### src/rtl/uart_tx_fifo.sv
// Buffered 8N1 UART transmitter: byte FIFO feeding an LSB-first serialiser.
// Latency: write at edge N is popped at N+1 when idle; tx falls after N+1.
// Backpressure: none on the line; writes while full are dropped, producers watch full/level.
module uart_tx_fifo #(
  parameter int CLKS_PER_BIT = 434,
  parameter int FIFO_DEPTH   = 16
) (
  input  logic                        clk,
  input  logic                        rst,
  input  logic [7:0]                  data_in,
  input  logic                        wr_en,
  output logic                        full,
  output logic                        empty,
  output logic [$clog2(FIFO_DEPTH):0] level,
  output logic                        busy,
  output logic                        tx
);

  localparam int AW = $clog2(FIFO_DEPTH);
  localparam int BW = $clog2(CLKS_PER_BIT);
  localparam logic [AW:0]   LVL_FULL  = (AW+1)'(FIFO_DEPTH);
  localparam logic [BW-1:0] BAUD_LAST = BW'(CLKS_PER_BIT - 1);

  typedef enum logic [1:0] {IDLE, START, DATA, STOP} state_t;

  // FIFO storage and bookkeeping
  logic [7:0]    mem [FIFO_DEPTH];
  logic [AW-1:0] wr_ptr;
  logic [AW-1:0] rd_ptr;
  logic          push;
  logic          pop;

  // Serialiser state
  state_t        state, state_nxt;
  logic [7:0]    shift, shift_nxt;
  logic [2:0]    bit_cnt, bit_nxt;
  logic [BW-1:0] baud_cnt, baud_nxt;
  logic          tx_nxt;
  logic          baud_last;

  // full is judged on the pre-pop level, so a write while full is lost even if a pop happens
  assign full      = (level == LVL_FULL);
  assign empty     = (level == '0);
  assign push      = wr_en && !full;
  assign busy      = (state != IDLE);
  assign baud_last = (baud_cnt == BAUD_LAST);

  // Byte storage: written on accepted push, no reset needed since level gates reads
  always_ff @(posedge clk) begin
    if (push) begin
      mem[wr_ptr] <= data_in;
    end
  end

  // Pointers wrap naturally; level tracks occupancy excluding the byte on the wire
  always_ff @(posedge clk) begin
    if (rst) begin
      wr_ptr <= '0;
      rd_ptr <= '0;
      level  <= '0;
    end else begin
      if (push) begin
        wr_ptr <= wr_ptr + AW'(1);
      end
      if (pop) begin
        rd_ptr <= rd_ptr + AW'(1);
      end
      if (push && !pop) begin
        level <= level + (AW+1)'(1);
      end else if (!push && pop) begin
        level <= level - (AW+1)'(1);
      end
    end
  end

  // Serialiser registers, including the registered line output
  always_ff @(posedge clk) begin
    if (rst) begin
      state    <= IDLE;
      shift    <= '0;
      bit_cnt  <= '0;
      baud_cnt <= '0;
      tx       <= 1'b1;
    end else begin
      state    <= state_nxt;
      shift    <= shift_nxt;
      bit_cnt  <= bit_nxt;
      baud_cnt <= baud_nxt;
      tx       <= tx_nxt;
    end
  end

  // Next-state logic; the baud counter restarts on every state entry
  always_comb begin
    state_nxt = state;
    shift_nxt = shift;
    bit_nxt   = bit_cnt;
    baud_nxt  = baud_cnt + BW'(1);
    pop       = 1'b0;
    case (state)
      IDLE: begin
        baud_nxt = '0;
        if (!empty) begin
          pop       = 1'b1;
          shift_nxt = mem[rd_ptr];
          bit_nxt   = '0;
          state_nxt = START;
        end
      end
      START: begin
        if (baud_last) begin
          baud_nxt  = '0;
          state_nxt = DATA;
        end
      end
      DATA: begin
        if (baud_last) begin
          baud_nxt  = '0;
          shift_nxt = {1'b0, shift[7:1]};
          if (bit_cnt == 3'd7) begin
            state_nxt = STOP;
          end else begin
            bit_nxt = bit_cnt + 3'd1;
          end
        end
      end
      STOP: begin
        if (baud_last) begin
          baud_nxt = '0;
          // Chain straight into the next start bit when more data is queued
          if (!empty) begin
            pop       = 1'b1;
            shift_nxt = mem[rd_ptr];
            bit_nxt   = '0;
            state_nxt = START;
          end else begin
            state_nxt = IDLE;
          end
        end
      end
      default: begin
        state_nxt = IDLE;
      end
    endcase
  end

  // Line level for the upcoming state, so tx itself is always a flop output
  always_comb begin
    tx_nxt = 1'b1;
    case (state_nxt)
      START:   tx_nxt = 1'b0;
      DATA:    tx_nxt = shift_nxt[0];
      default: tx_nxt = 1'b1;
    endcase
  end

endmodule

### config.mk
export PLATFORM = sky130hd
export DESIGN_NAME = uart_tx_fifo
export DESIGN_NICKNAME = d
export VERILOG_FILES = /design/src/rtl/uart_tx_fifo.sv
export SDC_FILE = /design/constraint.sdc
export NUM_CORES = 1
export LEC_CHECK = 0
export CORE_UTILIZATION = 50
export DETAILED_ROUTE_END_ITERATION = 12
export GPL_TIMING_DRIVEN = 1
export PLACE_DENSITY = 0.67
export SETUP_SLACK_MARGIN = 0.15
export SLEW_MARGIN = 25
export SYNTH_ARGS = -nofsm -noshare
export SYNTH_HDL_FRONTEND = slang
export SYNTH_SLANG_ARGS = --single-unit
### constraint.sdc
create_clock -name clk -period 5.02 [get_ports clk]
set_input_delay 0.502 -clock clk [delete_from_list [all_inputs] [get_ports clk]]
set_output_delay 0.502 -clock clk [all_outputs]
set_load 0.1 [all_outputs]
==> impl_metrics.ini <==
[critical_path]
critical_path_arrival_ns = 3.14
reg2reg_from = level[0]
rr_worst_depth = 13
crit_type = register to primary output
reg2reg_slack_ns = 1.63
crit_fanout = 12
worstSetupStartpointType = register
r2r_end = level[4]
critPathRequiredTime_ns = 4.52
critPathCaptureType = primary output

[clocking]
clk_latency_ns = 0.42
post_cts_resized = 0
cts_setup_buffers = 0
h-tree-depth = 4
clk_pin_slew_ns = 0.06
cts_root_buf = clkbuf_16
clock-sinks = 168
cts_buffers = 17
clockBufferDepth = 2
cts_tree = done
hold_buffers = 0

[placed_design]
io_buffer_count = 19
gp_congestion = 0.803
dp_hpwl_um = 8490

[drt]
viasPerCell = 5.79
ant_nets = 0
drc = 0
drtIter0Drc = 361
first_pass_iters = 5
via_count = 3873
drt-total-wl_um = 13000
post_drt_wl_per_cell_um = 19.4

[sta]
rsz0062_at_grt = false
slew_viol_final = 0
finClkSkew_ns = 0.00659
setup_violations = 0
fmax_ghz = 0.274
tightest_slew_ns = 0.967
maxSlewHeadroom_pct = 35.3
fin_setup_tns_ns = 0
fin_crit_ns = 3.64
holdWs_ns = 0.489
final-hold-violation-count = 0
fin_crit_sh_pct = 72.6

[synth]
yosys.area_share.simple_pct = 7.67
seq_area_frac_synth_pct = 65.4
synth_area_leaders = edfxtp_1 54%, dfxtp_1 11%, mux4_2 10%
synth.area.mux_share_pct = 14.1
synth_cell_types = 52
synth_top_family_by_area = multiplexers
syn_area_per_cell_um2 = 15.6
synth_most_common_cell = edfxtp_1
synth-xor-area-share_pct = 2.10
synthAdderAreaFrac_pct = 3.63
async_flop_share_pct = 0
syn-num-nets = 487
synth.top_cell.area_share_pct = 54.2
synth_commonest_cells = 128 x edfxtp_1, 45 x nor2_1, 40 x dfxtp_1
synth-seq-cells = 168
yosys.area.top_type = edfxtp_1
syn_inst = 456
synth_edf_count = 128
synth_warnings = 0
syn_area_um2 = 7100
synth_compound_area_share_pct = 4.74
synth_ff_type = edfxtp_1

[die]
die_h_um = 121
dieArea_um2 = 14700
start_util_pct = 51.1
core_um2 = 13900
die_w_um = 121
io_pins = 20
rows = 43

[worst_hold_path]
hold_start = shift[2]
min_path_type = register to register
hold_depth = 2
whs_endpoint = shift[2]

[outcome]
status = complete, no violations

[finish]
fin_util_pct = 57.8
antenna_cells = 0
final_nets = 507
area_growth_pct = 13.0
drive_above_1_share_pct = 15.5
n_fill_cell = 1079

[global_route]
antenna_found_initial = 0
grt_pass1_vias = 3815
grt_max_degree = 34
grt_overflow = 0
grt_pass1_wl_um = 20800
grt_use_total_pct = 19.5

[run]
cap_violations = 0

[power]
power_density_nw_per_um2 = 521
ir_drop_mv = 0.246
leakagePower_uw = 0.00267
[per-layer routing]
layer / wire [um] / part of all wire, % / GRT usage, % / vias to the layer above
li1: - / - / - / 1803
met1: 5960 / 46 / 27.4 / 1956
met2: 6200 / 48 / 30.2 / 96
met3: 619 / 4.8 / 4.14 / 18
met4: 190 / 1.5 / 7.25 / 0
met5: 0 / 0 / 0 / -
[flip-flops by register name, indices dropped and copies added (netlist names), named ones only]
name,flops
bit_cnt,3
mem,128
rd_ptr,4
baud_cnt,9
wr_ptr,4
state,2
shift,8
level,5
tx,1
[worst max path at each step]
stage / startpoint / to / depth (start not counted)
3_3_place_gp: level[0] / level[4] / 13
6_report: level[0] / empty / 4
5_1_grt: level[0] / empty / 4
4_1_cts: level[0] / empty / 4
3_5_place_dp: level[0] / level[4] / 13
2_1_floorplan: level[0] / level[4] / 13
[per-stage QoR]
| stage | power (uW) | worst slack, ns | instances | cell area (um^2) |
|---|---|---|---|---|
| floorplan | 2680 | 1.38 | 456 | 7100 |
| global placement | 2930 | 1.72 | 637 | 7440 |
| detailed placement | 2950 | 1.63 | 637 | 7440 |
| CTS | 4200 | 1.35 | 669 | 8010 |
| global route | 4390 | 1.15 | 669 | 8020 |
| finish | 4180 | 1.38 | 669 | 8020 |
[cell families after synthesis]
logic type | Yosys count
adder cells (fa/ha/maj) | 20
buffers and inverters | 36
multiplexers | 57
AO/OA/AOI/OAI | 47
flip-flops | 168
XOR/XNOR | 17
AND/OR/NAND/NOR | 111
[placed cells by master, fill, tap and decap left out, types with 4 or more instances in the layout]
cell type,count
a222oi_1,4
nor3_1,5
clkdlybuf4s50_1,19
a21oi_1,16
or3_1,7
nand2b_1,4
ha_1,19
and2_1,5
mux4_2,33
inv_1,11
clkbuf_16,17
mux2i_1,22
edfxtp_1,128
buf_4,6
nand3_1,6
dfxtp_1,38
nand2_1,19
xnor2_1,8
xor2_1,9
nor2_1,45
inv_6,4
a211oi_1,5
[critical path, cell delays in order (launching register included)]
cell and delay [ns]:
dfxtp_1 0.37, nor4_1 0.51, nand2b_1 0.41, inv_2 0.26
clkdlybuf4s50_1 1.17
[report_power, final]
group / switching [uW] / internal, uW
clock: 555 / 693
combinational: 731 / 487
sequential: 126 / 1590
total: 1410 / 2770
[cell type report]
cell class	instances	area [um^2]	area share (%)
Clock buffer	17	425	5.30
Clock inverter	15	144	1.79
Inverter	12	45.0	0.562
Multi-Input combinational cell	252	2300	28.7
Sequential cell	168	4650	57.9
Tap cell	180	225	2.81
Timing Repair Buffer	25	235	2.93
Power figures use the tool's default switching activity.
